File: config.mk
export PLATFORM = sky130hd
export DESIGN_NAME = seven_seg_scan_ctrl
export DESIGN_NICKNAME = d
export VERILOG_FILES = /design/src/rtl/seven_seg_pkg.sv /design/src/rtl/seven_segments_decoder.sv /design/src/rtl/seven_seg_scan_ctrl.sv
export SDC_FILE = /design/constraint.sdc
export NUM_CORES = 1
export LEC_CHECK = 0
export CELL_PAD_IN_SITES_DETAIL_PLACEMENT = 0
export CELL_PAD_IN_SITES_GLOBAL_PLACEMENT = 1
export CORE_MARGIN = 2
export CORE_UTILIZATION = 35
export DETAILED_ROUTE_END_ITERATION = 6
export GPL_TIMING_DRIVEN = 0
export PLACE_DENSITY = 0.79
export REMOVE_ABC_BUFFERS = 1
export SLEW_MARGIN = 20
export SYNTH_ARGS = -nofsm -noshare
export SYNTH_HDL_FRONTEND = slang
export SYNTH_SLANG_ARGS = --single-unit
File: constraint.sdc
create_clock -name clk -period 3.7 [get_ports clk]
set_clock_uncertainty 0.05 [all_clocks]
set_input_delay 1.11 -clock clk [delete_from_list [all_inputs] [get_ports clk]]
set_output_delay 1.11 -clock clk [all_outputs]
set_load 0.02 [all_outputs]
File: src/rtl/seven_seg_pkg.sv
// Shared types and constants for the seven-segment scan controller.
package seven_seg_pkg;

    typedef logic [3:0] bcd_t;
    typedef logic [6:0] seg_t;

    localparam seg_t SEG_BLANK = 7'b0;

    typedef enum logic {
        BLANK,
        ON
    } scan_state_t;

endpackage

File: src/rtl/seven_segments_decoder.sv
// BCD to seven-segment decoder, active-high, gfedcba order (bit 0 = a).
// Codes 10..15 produce a dark digit.
module seven_segments_decoder
    import seven_seg_pkg::*;
(
    input  bcd_t digit,
    output seg_t segments
);

    // Pure lookup; no state
    always_comb begin
        segments = SEG_BLANK;
        case (digit)
            4'd0:    segments = 7'h3F;
            4'd1:    segments = 7'h06;
            4'd2:    segments = 7'h5B;
            4'd3:    segments = 7'h4F;
            4'd4:    segments = 7'h66;
            4'd5:    segments = 7'h6D;
            4'd6:    segments = 7'h7D;
            4'd7:    segments = 7'h07;
            4'd8:    segments = 7'h7F;
            4'd9:    segments = 7'h6F;
            default: segments = SEG_BLANK;
        endcase
    end

endmodule

File: src/rtl/seven_seg_scan_ctrl.sv
// Time-multiplexed scan controller for a common-anode seven-segment display.
// One shared decoder, blank interval at the start of every digit slot, and a
// shadow/display double buffer swapped only at frame boundaries (no tearing).
// Optional macro LEADING_ZERO_BLANK_EN: darkens leading zeros (digit 0 always
// shown); the mask is computed at buffer load and stored with the buffer.
module seven_seg_scan_ctrl
    import seven_seg_pkg::*;
#(
    parameter int NUM_DIGITS   = 4,
    parameter int SLOT_CYCLES  = 50000,
    parameter int BLANK_CYCLES = 500
) (
    input  logic                    clk,
    input  logic                    rst,
    input  logic                    en,
    input  logic                    load_valid,
    output logic                    load_ready,
    input  logic [4*NUM_DIGITS-1:0] load_data,
    output logic [NUM_DIGITS-1:0]   an_n,
    output seg_t                    seg,
    output logic                    frame_done
);

    localparam int CNTW = $clog2(SLOT_CYCLES);
    localparam int IDXW = $clog2(NUM_DIGITS);
    localparam logic [CNTW-1:0] BLANK_LAST = CNTW'(BLANK_CYCLES - 1);
    localparam logic [CNTW-1:0] SLOT_LAST  = CNTW'(SLOT_CYCLES - 1);
    localparam logic [IDXW-1:0] IDX_LAST   = IDXW'(NUM_DIGITS - 1);

    scan_state_t            state, state_nx;
    logic [CNTW-1:0]        cnt, cnt_nx;
    logic [IDXW-1:0]        idx, idx_nx;
    logic                   boundary;

    bcd_t [NUM_DIGITS-1:0]  disp_buf, shadow;
    logic                   pending;
    logic                   xfer, apply;

    bcd_t                   cur_digit;
    seg_t                   dec_seg;
    logic                   digit_blank;

`ifdef LEADING_ZERO_BLANK_EN
    logic [NUM_DIGITS-1:0]  lz_mask;

    // Digit k (k>0) is a leading zero when it and every digit above it are 0
    function automatic logic [NUM_DIGITS-1:0] lz_of(input bcd_t [NUM_DIGITS-1:0] d);
        logic [NUM_DIGITS-1:0] m;
        logic                  zero_above;
        m          = '0;
        zero_above = 1'b1;
        for (int k = NUM_DIGITS - 1; k >= 1; k--) begin
            zero_above = zero_above & (d[k] == 4'd0);
            m[k]       = zero_above;
        end
        return m;
    endfunction
`endif

    // Scan state, slot counter and digit index registers
    always_ff @(posedge clk) begin
        if (rst) begin
            state <= BLANK;
            cnt   <= '0;
            idx   <= '0;
        end else begin
            state <= state_nx;
            cnt   <= cnt_nx;
            idx   <= idx_nx;
        end
    end

    // Next-state: blank/on sequencing per slot, digit advance, frame boundary
    always_comb begin
        state_nx = state;
        cnt_nx   = cnt;
        idx_nx   = idx;
        boundary = 1'b0;
        if (!en) begin
            state_nx = BLANK;
            cnt_nx   = '0;
            idx_nx   = '0;
        end else begin
            cnt_nx = (cnt == SLOT_LAST) ? '0 : cnt + 1'b1;
            case (state)
                BLANK: if (cnt == BLANK_LAST) state_nx = ON;
                ON: begin
                    if (cnt == SLOT_LAST) begin
                        state_nx = BLANK;
                        idx_nx   = (idx == IDX_LAST) ? '0 : idx + 1'b1;
                        boundary = (idx == IDX_LAST);
                    end
                end
                default: state_nx = BLANK;
            endcase
        end
    end

    assign frame_done = boundary & ~rst;
    assign load_ready = ~pending;
    assign xfer       = load_valid & ~pending;
    // While scanning, swap only at the frame edge; while idle, swap at once
    assign apply      = pending & (boundary | ~en);

    // Shadow capture on handshake, display buffer swap at the frame boundary
    always_ff @(posedge clk) begin
        if (rst) begin
            shadow   <= '0;
            disp_buf <= '0;
            pending  <= 1'b0;
`ifdef LEADING_ZERO_BLANK_EN
            lz_mask  <= lz_of('0);
`endif
        end else if (xfer) begin
            shadow  <= load_data;
            pending <= 1'b1;
        end else if (apply) begin
            disp_buf <= shadow;
            pending  <= 1'b0;
`ifdef LEADING_ZERO_BLANK_EN
            lz_mask  <= lz_of(shadow);
`endif
        end
    end

    assign cur_digit = disp_buf[idx];

    seven_segments_decoder u_dec (
        .digit    (cur_digit),
        .segments (dec_seg)
    );

`ifdef LEADING_ZERO_BLANK_EN
    assign digit_blank = (cur_digit > 4'd9) | lz_mask[idx];
`else
    assign digit_blank = (cur_digit > 4'd9);
`endif

    // Registered drive; en gates it so disabling darkens on the next edge
    always_ff @(posedge clk) begin
        if (rst) begin
            an_n <= '1;
            seg  <= SEG_BLANK;
        end else if (en && state == ON) begin
            an_n <= ~(NUM_DIGITS'(1) << idx);
            seg  <= digit_blank ? SEG_BLANK : dec_seg;
        end else begin
            an_n <= '1;
            seg  <= SEG_BLANK;
        end
    end

endmodule

==> results.py, run 1 <==
metrics = {
    "finish": {
        "seq_area_sq_mm": 0.00126,
        "fin_nets": 403,
        "area_delta_synth_final_pct": 17.2,
        "fill_cells": 886,
        "layout-drive-gt1-share_pct": 9.92,
        "layout_commonest_cell": "nand2_1",
        "multi_input_area_sq_mm": 0.00169,
        "final_cells": 481,
        "fin_util_pct": 42.1,
        "final_cell_mix": "nand2_1 (78), dfxtp_1 (63), clkdlybuf4s50_1 (29)",
        "final_cell_area_sq_mm": 0.00363,
        "n_antenna_cell": 0,
    },
    "pwr": {
        "clock_power_share_pct": 37.7,
        "power_switching_mw": 0.335,
        "design_power_total_mw": 1.40,
        "p_comb_share_pct": 10.4,
        "p_per_area_mw_per_mm2": 384,
        "ir_worst_vdd_mv": 0.203,
        "p_leak_nw": 1.20,
        "p_int_mw": 1.06,
        "power_frac_seq_pct": 51.9,
        "swShare_pct": 24.0,
    },
    "timing": {
        "hold_viol": 0,
        "fmaxAchievable_ghz": 0.279,
        "min_period_ns": 3.59,
        "setup_viol_count_final": 0,
        "slew_headroom_pct": 50.0,
        "whs_ns": 0.426,
        "min_period_over_period_pct": 97.0,
        "rsz0062_at_grt": "false",
        "slew_violations": 0,
        "worstMarginPinSlew_ns": 0.746,
    },
    "critical_path": {
        "cp-end-kind": "output pin",
        "crit_family": "buffers and inverters",
        "r2r-start": "idx[0]$_SDFFE_PP0P_",
        "required_ns": 2.54,
        "crit_type": "in2out",
        "path_max_fanout": 35,
        "crit_chain": "buf_6 -> clkinv_8 -> and3_2 -> and3_1 -> dlygate4sd2_1",
        "reg2regPathDepth": 7,
        "r2r_end": "seg[2]$_SDFF_PP0_",
        "regToRegSetupSlack_ns": 1.24,
        "worst_setup_path_start_kind": "primary input",
        "cp_slowest_stage_delay_ns": 0.32,
        "path_buf_inv": 3,
        "cp.arrival_ns": 2.43,
        "crit_path_top_delay_cell": "dlygate4sd2_1",
    },
    "die": {
        "fp-row-count": 34,
        "start_util_pct": 35.9,
        "coreArea_sq_mm": 0.00864,
        "die_height_um": 98.1,
        "dieArea_sq_mm": 0.00963,
        "die_x_um": 98.1,
        "ios": 33,
    },
    "drt": {
        "vias": 2588,
        "drtPass1Iterations": 4,
        "wl_um": 6510,
        "wl_per_cell_um": 13.5,
        "drtAntennaViolNets": 0,
        "drcViolationCount": 0,
        "initialDrtViolationCount": 127,
        "vias_per_cell": 5.38,
    },
    "min_path": {
        "hold_depth": 2,
        "min_to": "shadow[2]$_SDFFE_PP0P_",
        "hp-class": "reg2reg",
        "hold_start": "shadow[2]$_SDFFE_PP0P_",
    },
    "placement": {
        "placed_area_sq_mm": 0.00344,
        "io_buffers": 32,
        "dpl.hpwl_um": 4200,
        "dp.cells": 468,
        "gp_congestion": 0.783,
    },
    "synthesis": {
        "ys_async_sr_fraction_pct": 0,
        "synth_flop_cell": "dfxtp_1",
        "postSynthCellCount": 356,
        "yosysSeqAreaShare_pct": 40.7,
        "syn_avg_cell_area_sq_um": 8.71,
        "yosys_register_bits": 63,
        "yosys_warnings": 0,
        "synth_cell_types": 44,
        "syn_area_sq_mm": 0.00310,
        "synth_enable_flop_cells": 0,
    },
    "cts": {
        "clk_pin_slew_worst_paths_ns": 0.07,
        "cts_tree": "built",
        "htreeDepth": 3,
        "clock_latency_ns": 0.33,
        "cts_made_buffers": 9,
        "hold_buffers": 0,
        "cts_buffer_depth": 2,
        "post_cts_buffers": 0,
        "cts_root_buf": "clkbuf_8",
        "clkSinkCount": 63,
    },
    "job": {
        "cap_violations": 0,
    },
    "grt": {
        "grt_pass1_wl_um": 11400,
        "grt_overflow_total": 0,
        "grt_max_degree": 38,
        "antenna_found_initial": 0,
        "grtUsageTotal_pct": 14.5,
        "grt_pass1_vias": 2430,
    },
    "outcome": {
        "outcome": "completed",
    },
}
==> final cells by class <==
cell class | instances | share of cell area [%]
Multi-Input combinational cell | 254 | 46.5
Sequential cell | 63 | 34.7
Timing Repair Buffer | 32 | 8.88
Clock buffer | 12 | 4.54
Tap cell | 108 | 3.72
Inverter | 11 | 1.48
Clock inverter | 1 | 0.138
==> through the flow <==
stage	setup WS [ns]	setup TNS (ns)
6_report	0.110	0
5_1_grt	0.0260	0
4_1_cts	0.0214	0
3_5_place_dp	-1.38	-1.38
3_3_place_gp	-2.50	-42.85
2_1_floorplan	0.260	0
==> worst max-delay path by stage <==
| stage | start | to | slack, ns | cells past startpoint |
|---|---|---|---|---|
| detailed placement | rst | frame_done | -1.38 | 5 |
| global placement | rst | frame_done | -2.50 | 5 |
| global route | cnt[0]$_SDFF_PP0_ | frame_done | 0.03 | 5 |
| CTS | en | frame_done | 0.02 | 4 |
| floorplan | rst | frame_done | 0.26 | 3 |
| finish | rst | frame_done | 0.11 | 5 |
==> cells by family (layout without fill, tap and decap cells) <==
family / after synthesis / count (layout) / share of synthesized area (%)
mux: 5 / 5 / 3.27
compound gates: 67 / 67 / 17.3
flops: 63 / 63 / 40.7
xor+xnor: 11 / 11 / 3.11
fa+ha+maj: 12 / 12 / 4.84
simple gates: 159 / 159 / 25.6
buf+inv: 39 / 56 / 5.21
==> Yosys cell counts, types with 2 or more instances <==
master    number  area, sq um
or4_4          2         22.5
xnor2_1        5         43.8
o311ai_2       8          130
nor2_1        21         78.8
ha_1          12          150
and3_1         4         25.0
nor3b_1       18          135
nand2_1       79          297
a21oi_1       22          110
nor2b_1        2         12.5
o311ai_0       6         52.6
and2_1         2         12.5
or3_1          2         12.5
nand4_1        5         31.3
buf_6          2         22.5
a32oi_1       17          149
mux4_2         4         90.1
clkbuf_1      25         93.8
dfxtp_1       63         1260
or2_2          2         12.5
and4_1         2         17.5
nor3_1         3         15.0
nand3_1        6         30.0
o31ai_1        2         15.0
inv_1         10         37.5
xor2_1         6         52.6
nand4b_1       2         17.5
nor4_1         2         12.5
o21ai_0        6         30.0
o311ai_1       2         17.5
==> power by group through the flow <==
stage / clock network (mW) / registers (mW) / logic [mW]
final: 0.526 / 0.724 / 0.145
after detailed placement: 0 / 0.739 / 0.144
after CTS: 0.548 / 0.724 / 0.147
after floorplan: 0 / 0.734 / 0.0945
after global routing: 0.581 / 0.728 / 0.165
after global placement: 0 / 0.738 / 0.140
==> metal layers <==
layer / track usage (%) / share of wire, % / wire length, um
met4: 4.17 / 1.3 / 86
met5: 0 / 0 / 0
met2: 24.1 / 48 / 3110
met1: 18.4 / 47 / 3050
met3: 4.29 / 4.1 / 266
==> worst min-delay path, stage by stage (launching register included) <==
cell and delay, ns:
dfxtp_1 0.32, nand2_1 0.06, a21oi_1 0.05
==> state kept, by name, indices dropped and copies added (netlist names) <==
register and count:
state 1, seg 7, shadow 16, disp_buf 16, pending 1, idx 2, cnt 16, an_n 4
==> timing repair <==
action                     4_1_cts  5_1_grt
pin swaps                        0        0
gates resized for setup          7        1
setup endpoints to repair        1        1
No activity file was read; power rests on OpenSTA's default activity.
==> inputs of run 2 (changes only) <==
- CTS_CLUSTER_DIAMETER: default -> 200
==> results of run 2 <==
The final DEF is identical to that of run 1; final timing and power are the same.
==> inputs of run 3 (changes only) <==
- CTS_CLUSTER_SIZE: default -> 12
- PLACE_DENSITY: 0.79 -> 0.77
- SKIP_CTS_REPAIR_TIMING: default -> 1
==> run 3 against run 2 <==
  * Setup slack improved by 0.27 ns
  * Combinational power barely moved
  * Clock power is 4.0% higher
  * Sequential share of layout area down 0.41 points
  * Utilization increased by 0.51 points
  * Flip-flop and latch count unchanged
  * Final area up 1.2%
  * Sequential power barely moved
  * Critical endpoint unchanged
  * Largest power group unchanged
  * Highest routed layer unchanged
==> results.py, run 3 (same netlist as run 1, synthesis figures left out) <==
metrics = {
    "die": {
        "dieArea_sq_mm": 0.00963,
        "coreArea_sq_mm": 0.00864,
        "die_height_um": 98.1,
        "fp-row-count": 34,
        "start_util_pct": 35.9,
        "ios": 33,
        "die_x_um": 98.1,
    },
    "drt": {
        "wl_per_cell_um": 13.6,
        "initialDrtViolationCount": 118,
        "drcViolationCount": 0,
        "wl_um": 6620,
        "drtPass1Iterations": 4,
        "vias_per_cell": 5.28,
        "drtAntennaViolNets": 0,
        "vias": 2571,
    },
    "pwr": {
        "p_comb_share_pct": 10.4,
        "swShare_pct": 25.7,
        "ir_worst_vdd_mv": 0.143,
        "power_frac_seq_pct": 51.0,
        "p_leak_nw": 1.22,
        "p_int_mw": 1.05,
        "p_per_area_mw_per_mm2": 386,
        "power_switching_mw": 0.365,
        "clock_power_share_pct": 38.6,
    },
    "grt": {
        "antenna_found_initial": 0,
        "grt_pass1_vias": 2294,
        "grt_max_degree": 38,
        "grtUsageTotal_pct": 14.0,
        "grt_overflow_total": 0,
        "grt_pass1_wl_um": 11000,
    },
    "finish": {
        "layout-drive-gt1-share_pct": 11.9,
        "multi_input_area_sq_mm": 0.00170,
        "top_regs": "cnt: 16 flops, disp_buf: 16 flops, shadow: 16 flops",
        "fill_cells": 840,
        "n_antenna_cell": 0,
        "final_cell_mix": "nand2_1 (78), dfxtp_1 (63), clkdlybuf4s50_1 (29)",
        "layout_commonest_cell": "nand2_1",
        "seq_area_sq_mm": 0.00126,
        "final_cells": 487,
        "area_delta_synth_final_pct": 18.6,
        "fin_nets": 406,
    },
    "cts": {
        "clock_latency_ns": 0.34,
        "cts_root_buf": "clkbuf_8",
        "cts_tree": "built",
        "clkSinkCount": 63,
        "htreeDepth": 3,
        "clk_pin_slew_worst_paths_ns": 0.06,
        "cts_made_buffers": 9,
        "cts_buffer_depth": 2,
    },
    "timing": {
        "setup_viol_count_final": 0,
        "min_period_ns": 3.32,
        "fin_setup_tns_ns": 0,
        "layout_setup_ws_ns": 0.376,
        "slew_violations": 0,
        "fmaxAchievable_ghz": 0.301,
        "rsz0062_at_grt": "false",
        "min_period_over_period_pct": 89.8,
        "slew_headroom_pct": 50.7,
        "worstMarginPinSlew_ns": 0.736,
        "hold_viol": 0,
        "whs_ns": 0.417,
    },
    "min_path": {
        "hp-class": "reg2reg",
    },
    "placement": {
        "dp.cells": 468,
        "gp_congestion": 0.774,
        "dpl.hpwl_um": 4140,
        "io_buffers": 32,
        "pre_cts_slack_ns": -1.40,
    },
    "outcome": {
        "outcome": "completed",
    },
    "critical_path": {
        "required_ns": 2.54,
        "path_max_fanout": 36,
        "crit_type": "in2out",
        "cp-end-kind": "output pin",
        "worst_setup_path_start_kind": "primary input",
        "cp.arrival_ns": 2.16,
    },
    "job": {
        "cap_violations": 0,
    },
}
==> run 3: cell types whose count changed in the layout (fill, tap and decap cells not counted), sizes merged <==
cell          delta
buf              +2
dlygate4sd2      -1
clkinvlp         +5
clkbuf           -1
dlymetal6s2s     +1
==> run 3: cell type report <==
class | count | share of cell area [%]
timing repair buffer | 34 | 9.39
clock inverter | 5 | 0.884
clock buffer | 11 | 4.12
timing repair inverter | 1 | 0.136
sequential | 63 | 34.3
inverter | 11 | 1.22
tap | 108 | 3.67
multi-input combinational | 254 | 46.3
==> run 3: metrics by stage <==
step	instance area, sq um	util (%)	power, mW
after CTS	3620	42.0	1.43
after global routing	3680	42.6	1.49
after floorplan	2980	-	0.828
after detailed placement	3440	39.8	0.883
after global placement	3440	39.8	0.879
final	3680	42.6	1.42
==> run 3: power groups by stage <==
stage          clock network (mW)  registers [mW]  logic, mW
3_5_place_dp                    0           0.739      0.144
4_1_cts                     0.562           0.724      0.145
6_report                    0.547           0.724      0.148
2_1_floorplan                   0           0.734     0.0945
3_3_place_gp                    0           0.738      0.141
5_1_grt                     0.596           0.728      0.166
==> run 3: worst paths after layout <==
path / endpoint / depth (start not counted) / slack (ns) / from
max: frame_done / 5 / 0.38 / rst
min: cnt[0]$_SDFF_PP0_ / 1 / 0.42 / cnt[0]$_SDFF_PP0_
min reg2reg: cnt[0]$_SDFF_PP0_ / 1 / 0.42 / cnt[0]$_SDFF_PP0_
max reg2reg: seg[2]$_SDFF_PP0_ / 7 / 1.24 / idx[0]$_SDFFE_PP0P_
==> run 3: routing by layer <==
layer	GRT usage, %	vias up	routed length [um]
met3	4.08	7	303
li1	-	1304	-
met5	0	-	0
met4	4.81	0	62
met1	18.5	1198	3210
met2	21.9	62	3040
==> run 3: worst max-delay path, stage by stage <==
cell and delay (ns):
buf_8 0.22, clkinvlp_4 0.15, and3_2 0.27, and3_1 0.20
dlymetal6s2s_1 0.20
